[src/rtl/student_event_latch8.sv]
// Sticky 8-bit event/pending register with a 4-phase read handshake.
// Optional build macro EDGE_DETECT_EN: rising-edge event qualification.
module student_event_latch8 #(
   parameter int WIDTH    = 8,
   parameter int OVF_BITS = 1
) (
   input  logic                clk,
   input  logic                rst_n,
   input  logic [WIDTH-1:0]    ev_in,
   input  logic [WIDTH-1:0]    ev_mask,
   input  logic                rd_req,
   output logic                rd_ack,
   output logic [WIDTH-1:0]    rd_data,
   output logic [OVF_BITS-1:0] rd_ovf,
   output logic [WIDTH-1:0]    pending
);

   typedef enum logic {
      IDLE = 1'b0,
      ACK  = 1'b1
   } state_t;

   localparam logic [OVF_BITS-1:0] OVF_MAX = '1;
   localparam logic [OVF_BITS-1:0] OVF_ONE = OVF_BITS'(1);

   state_t              state_q;
   state_t              state_d;
   logic                capture;
   logic                ack_d;
   logic [WIDTH-1:0]    ev_qual;
   logic [WIDTH-1:0]    ev_set;
   logic [WIDTH-1:0]    clr;
   logic [WIDTH-1:0]    pending_d;
   logic [OVF_BITS-1:0] ovf_q;
   logic [OVF_BITS-1:0] ovf_d;
   logic                ovf_hit;

`ifdef EDGE_DETECT_EN
   logic [WIDTH-1:0] ev_prev;

   always_ff @(posedge clk or negedge rst_n) begin
      if (!rst_n) begin
         ev_prev <= '0;
      end else begin
         ev_prev <= ev_in;
      end
   end

   assign ev_qual = ev_in & ~ev_prev;
`else
   assign ev_qual = ev_in;
`endif

   assign ev_set = ev_qual & ev_mask;

   // Handshake FSM: capture happens only on the IDLE->ACK transition.
   always_comb begin
      state_d = state_q;
      ack_d   = rd_ack;
      capture = 1'b0;
      unique case (state_q)
         IDLE: begin
            if (rd_req) begin
               capture = 1'b1;
               ack_d   = 1'b1;
               state_d = ACK;
            end
         end
         ACK: begin
            if (!rd_req) begin
               ack_d   = 1'b0;
               state_d = IDLE;
            end
         end
         default: begin
            ack_d   = 1'b0;
            state_d = IDLE;
         end
      endcase
   end

   always_ff @(posedge clk or negedge rst_n) begin
      if (!rst_n) begin
         state_q <= IDLE;
         rd_ack  <= 1'b0;
      end else begin
         state_q <= state_d;
         rd_ack  <= ack_d;
      end
   end

   // Set wins over clear, so an event in the capture cycle stays pending.
   always_comb begin
      clr       = capture ? pending : '0;
      pending_d = (pending & ~clr) | ev_set;
      ovf_hit   = |(ev_set & pending);
      ovf_d     = ovf_q;
      if (capture) begin
         ovf_d = '0;
      end else if (ovf_hit && (ovf_q != OVF_MAX)) begin
         ovf_d = ovf_q + OVF_ONE;
      end
   end

   always_ff @(posedge clk or negedge rst_n) begin
      if (!rst_n) begin
         pending <= '0;
         ovf_q   <= '0;
      end else begin
         pending <= pending_d;
         ovf_q   <= ovf_d;
      end
   end

   always_ff @(posedge clk or negedge rst_n) begin
      if (!rst_n) begin
         rd_data <= '0;
         rd_ovf  <= '0;
      end else if (capture) begin
         rd_data <= pending;
         rd_ovf  <= ovf_q;
      end
   end

endmodule

[config.mk]
export PLATFORM = sky130hd
export DESIGN_NAME = student_event_latch8
export DESIGN_NICKNAME = d
export VERILOG_FILES = /design/src/rtl/student_event_latch8.sv
export SDC_FILE = /design/constraint.sdc
export NUM_CORES = 1
export LEC_CHECK = 0
export ABC_AREA = 1
export CORE_UTILIZATION = 36
export DETAILED_ROUTE_END_ITERATION = 10
export GPL_TIMING_DRIVEN = 0
export PLACE_DENSITY = 0.73
export SLEW_MARGIN = 5
export SYNTH_ARGS = -nofsm -noshare
export SYNTH_HDL_FRONTEND = slang
export SYNTH_SLANG_ARGS = --single-unit
[constraint.sdc]
create_clock -name clk -period 1.1 [get_ports clk]
set_clock_uncertainty 0.15 [all_clocks]
set_input_delay 0.275 -clock clk [delete_from_list [all_inputs] [get_ports clk]]
set_output_delay 0.275 -clock clk [all_outputs]
set_load 0.02 [all_outputs]
Yosys cells after proc, flatten, opt, wreduce, memory -nomap -nowiden. Cells that the tools add are included.

Register bits: 20. Input port bits: 19. Output and inout bits: 18. Logic and storage cells: 28.

Add/sub/neg operators: 1. Equality and inequality tests: 2. Mux-type cells: 8. Bitwise logic cells: 7. Reductions and logical operators: 4.

Operators by type and width (count): 8-bit AND (3); 8-bit 2-to-1 mux (1); 8-bit NOT (1); 8-bit OR (1); 8-bit OR reduction (1); 1-bit 2-to-1 mux (6); 2-bit != test (second input constant) (2); 1-bit NOT (2); 1-bit one-hot mux with 2 select lines (1); 2-bit AND reduction (1); 2-bit nonzero test (1); 1-bit adder (second input constant) (1); 1-bit logical AND (1).

Logic depth before layout (Yosys ltp). Gate-level depths: netlist (run 1).

Depth after elaboration: 6. Depth in mapped cells: 7. Mapped depth without buffers: 6.

Worst setup path after synthesis (run 1). OpenSTA, ideal clock, no wires.

Kind: register to register. Start: register state_q. End: register rd_data[3]. Setup time: 0.121 ns. Arrival time: 0.930 ns. Path slack: -0.100 ns. Stages on the path, launching flop included: 8. Path buffers: 2. Clock period less this slack: 1.200 ns. Cells stage by stage: dfrtp_1 inv_1 ha_1 buf_6 inv_8 buf_12 nand2_2 o21ai_1.

Cells in the longest elaborated chain, start to end: 1.

RTL lines: start, declared (line 26) `state_t state_q;`; start signal, assigned (line 87) `state_q <= state_d;`; 1-bit 2-to-1 mux (line 61) `unique case (state_q)`; net capture (line 28) `logic capture;`; end signal, assigned (line 120) `rd_data <= pending;`; end, declared (line 13) `output logic [WIDTH-1:0] rd_data,`.

The timed path passes the listed nets, and every way through them passes these cells. A chain may end at the register's enable or synchronous reset.

Worst setup path in the final report (run 1).
Start: register pending[7]. End: output pending[7].

RTL lines: start, declared (line 15) `output logic [WIDTH-1:0] pending`; start signal, assigned (line 110) `pending <= pending_d;`.

No word-level cell between the ends.

==> results of run 1 <==
==> layer usage <==
metal / GRT usage, % / part of all wire (%) / wire (microns)
met1: 17.9 / 41 / 816
met2: 28.4 / 52 / 1030
met3: 2.16 / 5.1 / 101
met4: 11.4 / 1.4 / 28
met5: 0 / 0 / 0
==> how the worst max path moves through the flow <==
stage / from / to / slack [ns] / cells after the start
floorplan: state_q$_DFF_PN0_ / rd_data[3]$_DFFE_PN0P_ / -0.10 / 7
global placement: rd_req / rd_ovf$_DFFE_PN0P_ / -0.54 / 7
detailed placement: rd_req / rd_ovf$_DFFE_PN0P_ / -0.56 / 7
CTS: pending[7]$_DFF_PN0_ / pending[7] / -0.22 / 1
global route: pending[7]$_DFF_PN0_ / pending[7] / -0.23 / 1
finish: pending[7]$_DFF_PN0_ / pending[7] / -0.20 / 1
==> logic make-up (layout without fill, tap and decap cells) <==
kind of cell             count (synthesis)  after routing  share of synthesized area [%]
AO/OA/AOI/OAI                           11             11                           10.8
adder cells (fa/ha/maj)                  1              1                           1.50
buffers and inverters                    8             64                           7.36
flip-flops                              20             20                           60.1
AND/OR/NAND/NOR                         41             41                           20.3
==> sequential cells by signal, summed over array words and instances (netlist names) <==
name and flops:
ovf_q 1, pending 8, rd_ack 1, rd_data 8
rd_ovf 1, state_q 1
==> cell type report <==
type                            count  area (sq um)
Timing Repair Buffer               53           529
Sequential cell                    20           500
Tap cell                           28          35.0
Inverter                            6          30.0
Buffer                              2          31.3
Fill cell                         193           753
Clock buffer                        3          22.5
Multi-Input combinational cell     53           289
==> power by group through the flow <==
| stage | registers [mW] | clock network (mW) | logic, mW |
|---|---|---|---|
| floorplan | 1.02 | 0 | 0.141 |
| global placement | 0.911 | 0 | 0.545 |
| detailed placement | 0.916 | 0 | 0.556 |
| CTS | 0.906 | 0.351 | 0.669 |
| global route | 0.917 | 0.370 | 0.759 |
| finish | 0.907 | 0.326 | 0.708 |
==> cell usage in the layout (no fill, tap or decap) <==
| master | instances |
|---|---|
| a22o_2 | 7 |
| buf_12 | 1 |
| buf_4 | 15 |
| buf_6 | 20 |
| clkbuf_16 | 1 |
| clkbuf_4 | 3 |
| clkdlybuf4s50_1 | 16 |
| dfrtp_1 | 20 |
| dlygate4sd2_1 | 2 |
| ha_4 | 1 |
| inv_1 | 4 |
| inv_2 | 1 |
| inv_8 | 1 |
| nand2_1 | 27 |
| nand2_2 | 3 |
| nand3_1 | 8 |
| nor2_1 | 2 |
| nor2_2 | 1 |
| o21ai_1 | 4 |
==> per-stage QoR <==
step | setup slack (ns) | instance area (sq um)
global route | -0.233 | 1440
global placement | -0.538 | 1230
floorplan | -0.100 | 833
CTS | -0.223 | 1370
detailed placement | -0.564 | 1230
finish | -0.198 | 1440
==> cell usage after synthesis, drive strengths merged <==
master  count  area share, %
nand2      30             14
dfrtp      20             60
nand3       8            4.8
a22o        7            8.4
inv         6            3.6
o21ai       4            2.4
nor2        3            1.4
buf         2            3.8
ha          1            1.5
==> what timing repair did <==
| item | 4_1_cts | 5_1_grt |
|---|---|---|
| endpoints found under the setup margin | 57 | 37 |
| setup buffers | 12 | 4 |
| resized for setup | 114 | 4 |
| hold endpoints to repair | 0 | 0 |
| gates cloned | 0 | 1 |
| pin swaps | 1 | 1 |
==> results.py, run 1 <==
metrics = {
    "clock_network": {
        "cts-buffers-inserted": 3,
        "clock-sinks": 20,
        "htree_levels": 1,
        "max-clock-path-buffers": 2,
        "clk-insertion-delay-late_ns": 0.29,
        "cts_tree": "done",
        "clkTransAtPathRegs_ns": 0.10,
        "ctsHoldBuffers": 0,
        "root_buffer": "clkbuf_4",
    },
    "worst_setup_path": {
        "cpMaxStageDelayCell": "dfrtp_1",
        "crit_type": "flop to output pin",
        "critical_path_arrival_ns": 0.87,
        "end_kind": "output pin",
        "worstPathRequired_ns": 0.67,
        "rrSetupSlack_ns": -0.15,
        "critPathLaunchType": "flop",
        "critPathBufInv": 1,
        "r2r-start": "state_q$_DFF_PN0_",
        "rr_worst_depth": 7,
        "max_stage_delay_ns": 0.43,
        "rr_endpoint": "rd_data[0]$_DFFE_PN0P_",
        "path_max_fanout": 4,
        "crit_family": "flip-flops",
        "crit_chain": "buf_6",
    },
    "global_routing": {
        "grt_pass1_vias": 687,
        "grtUsageTotal_pct": 16.3,
        "grt_pass1_wl_microns": 2920,
        "antenna_found_initial": 0,
        "gr-total-overflow": 0,
        "grt_start_max_net_pins": 21,
    },
    "timing": {
        "slew_headroom_pct": 42.3,
        "tightest_slew_ns": 0.865,
        "rsz0062_at_grt": "yes",
        "worst_slack_ns": -0.198,
        "final-hold-violation-count": 0,
        "setup_tns_ns": -5.08,
        "period_minus_slack_ns": 1.30,
        "maxSlewViolCount": 0,
        "setup_violations": 36,
        "maxClockFrequency_ghz": 0.770,
        "finalCritPeriodShare_pct": 118,
        "hold_slack_ns": 0.0504,
    },
    "yosys": {
        "syn_inst": 81,
        "ys_ff_latch": 20,
        "synth_nets": 101,
        "yosys_warnings": 0,
        "syn_area_sq_um": 833,
        "yosysSeqAreaShare_pct": 60.1,
        "yosysUniqueCellTypes": 13,
        "syn_area_per_cell_sq_um": 10.3,
    },
    "detailed_routing": {
        "wl_microns": 1980,
        "drc": 0,
        "drtPass1Iterations": 4,
        "drt-initial-drc-count": 15,
        "routed_via_density": 4.68,
        "post_drt_wl_per_cell_microns": 12.0,
        "via_count": 772,
        "ant_nets": 0,
    },
    "status": {
        "violations": "setup timing",
        "status": "complete, but fails checks",
    },
    "floorplan": {
        "die-width_microns": 50.1,
        "ioPinCount": 37,
        "row_count": 17,
        "fp.dieH_microns": 50.1,
        "start_util_pct": 38.0,
        "coreArea_sq_um": 2190,
        "dieArea_sq_um": 2510,
    },
    "power": {
        "internal_power_mw": 1.36,
        "switchingPower_uw": 577,
        "pwr-share-comb_pct": 36.5,
        "finalPower_mw": 1.94,
        "p_clk_share_pct": 16.8,
        "power.leakage_nw": 0.732,
        "swShare_pct": 29.7,
        "power_density_nw_per_um2": 1350,
        "peakVddDrop_mv": 0.833,
        "p_seq_share_pct": 46.7,
    },
    "cells_and_area": {
        "n_antenna_cell": 0,
        "instances_no_fill": 165,
        "drive_gt1_share_pct": 39.4,
        "syn2layout_area_growth_pct": 72.5,
        "nets": 159,
        "post-route-util_pct": 65.6,
    },
    "place": {
        "numPortBuffers": 36,
        "place_congestion": 0.717,
        "dp_hpwl_microns": 1310,
        "dp.cells": 145,
    },
    "hold_path": {
        "hold_class": "primary input to asynchronous set/reset pin",
    },
    "job": {
        "drv_cap": 0,
    },
}
Power figures use the tool's default switching activity.
==> inputs of run 2 (changes only) <==
--- a/config.mk
+++ b/config.mk
@@ -6,10 +6,11 @@
 export NUM_CORES = 1
 export LEC_CHECK = 0
 export ABC_AREA = 1
-export CORE_UTILIZATION = 36
+export CORE_UTILIZATION = 38
+export CTS_BUF_LIST = sky130_fd_sc_hd__clkbuf_2 sky130_fd_sc_hd__clkbuf_4 sky130_fd_sc_hd__clkbuf_8
 export DETAILED_ROUTE_END_ITERATION = 10
 export GPL_TIMING_DRIVEN = 0
-export PLACE_DENSITY = 0.73
+export PLACE_DENSITY = 0.77
 export SLEW_MARGIN = 5
 export SYNTH_ARGS = -nofsm -noshare
 export SYNTH_HDL_FRONTEND = slang
==> results.py, run 2 (same netlist as run 1, synthesis figures left out) <==
metrics = {
    "worst_setup_path": {
        "cpMaxStageDelayCell": "dfrtp_1",
        "critPathLaunchType": "flop",
        "rr_endpoint": "ovf_q$_DFFE_PN0P_",
        "rrSetupSlack_ns": -0.13,
        "crit_chain": "buf_6",
        "rr_worst_depth": 6,
        "critical_path_arrival_ns": 0.85,
        "worstPathRequired_ns": 0.67,
        "crit_family": "flip-flops",
        "crit_type": "flop to output pin",
        "path_max_fanout": 2,
        "critPathBufInv": 1,
        "max_stage_delay_ns": 0.42,
        "end_kind": "output pin",
        "r2r-start": "state_q$_DFF_PN0_",
    },
    "detailed_routing": {
        "ant_nets": 0,
        "wl_microns": 2040,
        "via_count": 781,
        "drt-initial-drc-count": 4,
        "routed_via_density": 4.79,
        "drc": 0,
        "drtPass1Iterations": 4,
        "post_drt_wl_per_cell_microns": 12.5,
    },
    "cells_and_area": {
        "n_antenna_cell": 0,
        "stdcell_area_sq_um": 1480,
        "multiInputGateArea_sq_um": 334,
        "post-route-util_pct": 73.7,
        "syn2layout_area_growth_pct": 77.0,
        "regArea_sq_um": 500,
        "drive_gt1_share_pct": 43.4,
        "nets": 158,
        "num-fill-cells": 149,
        "final_common_cell": "nand2_1",
        "instances_no_fill": 163,
        "reg_top3": "pending: 8 flops, rd_data: 8 flops",
        "layout_common_cells": "23 x nand2_1, 20 x buf_6, 20 x dfrtp_1, 16 x clkdlybuf4s50_1, 13 x buf_4",
    },
    "floorplan": {
        "row_count": 16,
        "coreArea_sq_um": 2000,
        "die-width_microns": 48.8,
        "start_util_pct": 41.6,
        "dieArea_sq_um": 2380,
        "fp.dieH_microns": 48.8,
        "ioPinCount": 37,
    },
    "timing": {
        "maxSlewViolCount": 0,
        "finalCritPeriodShare_pct": 116,
        "tightest_slew_ns": 0.848,
        "hold_slack_ns": 0.0419,
        "final-hold-violation-count": 0,
        "slew_headroom_pct": 43.5,
        "maxClockFrequency_ghz": 0.786,
        "period_minus_slack_ns": 1.27,
        "worst_slack_ns": -0.173,
        "rsz0062_at_grt": "yes",
        "setup_violations": 36,
        "setup_tns_ns": -4.76,
    },
    "hold_path": {
        "hold_class": "primary input to asynchronous set/reset pin",
    },
    "power": {
        "finalPower_mw": 1.99,
        "peakVddDrop_mv": 0.858,
        "power_density_nw_per_um2": 1350,
        "power.leakage_nw": 0.738,
    },
    "global_routing": {
        "grt_start_max_net_pins": 21,
        "grt_pass1_vias": 728,
        "gr-total-overflow": 0,
        "grtUsageTotal_pct": 17.6,
        "grt_pass1_wl_microns": 3160,
        "antenna_found_initial": 0,
    },
    "clock_network": {
        "cts-buffers-inserted": 3,
        "root_buffer": "clkbuf_4",
        "ctsHoldBuffers": 0,
        "cts_tree": "done",
        "htree_levels": 1,
        "clkTransAtPathRegs_ns": 0.10,
        "clk-insertion-delay-late_ns": 0.29,
        "clock-sinks": 20,
        "max-clock-path-buffers": 2,
    },
    "status": {
        "violations": "setup timing",
        "status": "complete, but fails checks",
    },
    "place": {
        "numPortBuffers": 36,
        "dp_hpwl_microns": 1250,
        "place_ws_ns": -0.562,
        "place_area_sq_um": 1230,
        "dp.cells": 144,
        "place_congestion": 0.674,
    },
    "job": {
        "drv_cap": 0,
    },
}
## run 2: cell types whose count changed in the layout (fill, tap and decap cells not counted), sizes merged
cell  previous run  this run
buf             36        34
inv              6         7
## run 2: power breakdown
part	total (mW)	internal [mW]	switching, mW
combinational	0.753	0.426	0.327
sequential	0.904	0.832	0.0721
clock	0.328	0.127	0.201
total	1.99	1.39	0.599
## run 2: how the worst max path moves through the flow
stage,start,endpoint,slack [ns],depth (start not counted)
after floorplan,state_q$_DFF_PN0_,rd_data[3]$_DFFE_PN0P_,-0.10,7
after global placement,rd_req,rd_data[3]$_DFFE_PN0P_,-0.54,7
after detailed placement,rd_req,rd_data[6]$_DFFE_PN0P_,-0.56,7
after CTS,pending[7]$_DFF_PN0_,pending[7],-0.17,1
after global routing,pending[7]$_DFF_PN0_,pending[7],-0.20,1
final,pending[6]$_DFF_PN0_,pending[6],-0.17,1
## run 2: routing by layer
layer  up-vias  global-route usage [%]  part of all wire (%)
li1        380                       -                     -
met5         -                       0                     0
met2        24                    29.9                    54
met4         0                    10.3                   2.3
met3         4                    3.12                   4.4
met1       373                    20.8                    40
## run 2: repair_timing
item / in CTS / in global routing
endpoints found under the setup margin: 57 / 37
buffers inserted: 11 / 4
hold endpoints to repair: 0 / 0
gates cloned: 0 / 2
pin swaps: 1 / 2
gates resized for setup: 112 / 18
## run 2: layout make-up
| cell class | instances | share of cell area [%] |
|---|---|---|
| Sequential cell | 20 | 33.9 |
| Buffer | 1 | 1.36 |
| Multi-Input combinational cell | 53 | 22.6 |
| Timing Repair inverter | 1 | 0.594 |
| Clock buffer | 3 | 1.53 |
| Tap cell | 27 | 2.29 |
| Inverter | 6 | 2.04 |
| Timing Repair Buffer | 52 | 35.6 |
==> inputs of run 3 (changes only) <==
--- a/config.mk
+++ b/config.mk
@@ -6,6 +6,7 @@
 export NUM_CORES = 1
 export LEC_CHECK = 0
 export ABC_AREA = 1
+export CORE_MARGIN = 2
 export CORE_UTILIZATION = 38
 export CTS_BUF_LIST = sky130_fd_sc_hd__clkbuf_2 sky130_fd_sc_hd__clkbuf_4 sky130_fd_sc_hd__clkbuf_8
 export DETAILED_ROUTE_END_ITERATION = 10
==> results.py, run 3 (same netlist as run 1, synthesis figures left out) <==
metrics = {
    "status": {
        "status": "complete, but fails checks",
        "violations": "setup timing",
    },
    "worst_setup_path": {
        "rrSetupSlack_ns": -0.14,
        "crit_family": "flip-flops",
        "critPathLaunchType": "flop",
        "path_max_fanout": 2,
        "rr_worst_depth": 6,
        "crit_type": "flop to output pin",
        "rr_endpoint": "rd_data[1]$_DFFE_PN0P_",
        "critical_path_arrival_ns": 0.86,
        "critPathBufInv": 1,
        "cpMaxStageDelayCell": "dfrtp_1",
        "max_stage_delay_ns": 0.42,
        "r2r-start": "state_q$_DFF_PN0_",
        "worstPathRequired_ns": 0.67,
        "end_kind": "output pin",
        "crit_chain": "buf_6",
    },
    "cells_and_area": {
        "syn2layout_area_growth_pct": 79.1,
        "stdcell_area_sq_um": 1490,
        "final_common_cell": "nand2_1",
        "post-route-util_pct": 73.8,
        "nets": 161,
        "num-fill-cells": 157,
        "reg_top3": "pending: 8 flops, rd_data: 8 flops",
        "n_antenna_cell": 0,
        "instances_no_fill": 167,
        "layout_common_cells": "23 x nand2_1, 20 x dfrtp_1, 19 x buf_6, 17 x buf_4, 16 x clkdlybuf4s50_1",
        "drive_gt1_share_pct": 45.0,
    },
    "timing": {
        "rsz0062_at_grt": "yes",
        "setup_tns_ns": -4.84,
        "final-hold-violation-count": 0,
        "period_minus_slack_ns": 1.28,
        "worst_slack_ns": -0.185,
        "tightest_slew_ns": 0.832,
        "setup_violations": 36,
        "slew_headroom_pct": 44.6,
        "maxSlewViolCount": 0,
        "finalCritPeriodShare_pct": 117,
        "hold_slack_ns": 0.0262,
        "maxClockFrequency_ghz": 0.778,
    },
    "power": {
        "power_density_nw_per_um2": 1400,
        "peakVddDrop_mv": 0.817,
        "finalPower_mw": 2.09,
        "power.leakage_nw": 0.754,
    },
    "clock_network": {
        "clk-insertion-delay-late_ns": 0.30,
        "htree_levels": 1,
        "root_buffer": "clkbuf_4",
        "ctsHoldBuffers": 0,
        "clkTransAtPathRegs_ns": 0.11,
        "clock-sinks": 20,
        "cts-buffers-inserted": 3,
        "max-clock-path-buffers": 2,
        "cts_tree": "done",
    },
    "detailed_routing": {
        "wl_microns": 2270,
        "ant_nets": 0,
        "drt-initial-drc-count": 7,
        "post_drt_wl_per_cell_microns": 13.6,
        "drtPass1Iterations": 4,
        "via_count": 825,
        "drc": 0,
        "routed_via_density": 4.94,
    },
    "place": {
        "dp.cells": 144,
        "place_ws_ns": -0.553,
        "numPortBuffers": 36,
        "place_congestion": 0.683,
        "place_area_sq_um": 1230,
        "dp_hpwl_microns": 1340,
    },
    "global_routing": {
        "grt_pass1_wl_microns": 3340,
        "grt_start_max_net_pins": 21,
        "gr-total-overflow": 0,
        "grtUsageTotal_pct": 17.5,
        "grt_pass1_vias": 773,
        "antenna_found_initial": 0,
        "global_route.usage.met3_pct": 3.51,
        "top_usage_layer": "met2",
        "use_met2_pct": 32.7,
        "use_met1_pct": 20.1,
    },
    "floorplan": {
        "dieArea_sq_um": 2580,
        "fp.dieH_microns": 50.8,
        "die-width_microns": 50.8,
        "start_util_pct": 41.2,
        "ioPinCount": 37,
        "row_count": 16,
        "coreArea_sq_um": 2020,
    },
    "hold_path": {
        "hold_class": "primary input to asynchronous set/reset pin",
    },
    "job": {
        "drv_cap": 0,
    },
}
[run 3: changes by cell type in the layout (fill, tap and decap cells not counted), sizes merged]
cell	delta
buf	+3
clkbuf	+1
[run 3: worst max-delay path by stage]
stage,depth (start not counted),from,end,slack (ns)
global placement,7,rd_req,rd_ovf$_DFFE_PN0P_,-0.53
global route,7,pending[2]$_DFF_PN0_,ovf_q$_DFFE_PN0P_,-0.22
finish,1,pending[0]$_DFF_PN0_,pending[0],-0.18
detailed placement,7,rd_req,rd_ovf$_DFFE_PN0P_,-0.55
CTS,1,pending[0]$_DFF_PN0_,pending[0],-0.19
floorplan,7,state_q$_DFF_PN0_,rd_data[3]$_DFFE_PN0P_,-0.10
[run 3: what timing repair did]
item | in CTS | in global routing
endpoints found under the hold margin | 0 | 0
endpoints found under the setup margin | 57 | 37
gates cloned | 0 | 2
setup buffers | 11 | 7
pin swaps | 1 | 3
resized for setup | 114 | 13
[run 3: cell type report]
cell class,count,area (sq um),area share [%]
buffer,1,20.0,1.34
clock buffer,4,36.3,2.43
multi-input combinational,53,319,21.4
sequential,20,500,33.5
timing repair inverter,1,8.76,0.587
tap,27,33.8,2.26
inverter,6,30.0,2.01
timing repair buffer,55,544,36.5
[run 3: where the power goes]
| group | leakage, nW | switching, mW | internal [mW] |
|---|---|---|---|
| registers | 0.235 | 0.0750 | 0.832 |
| clock network | 0.0210 | 0.211 | 0.202 |
| logic | 0.498 | 0.336 | 0.429 |
[run 3: metal layers]
layer | wire, microns | vias to the layer above
met2 | 1300 | 27
met1 | 859 | 409
met5 | 0 | -
met4 | 24 | 0
met3 | 89 | 2
li1 | - | 387
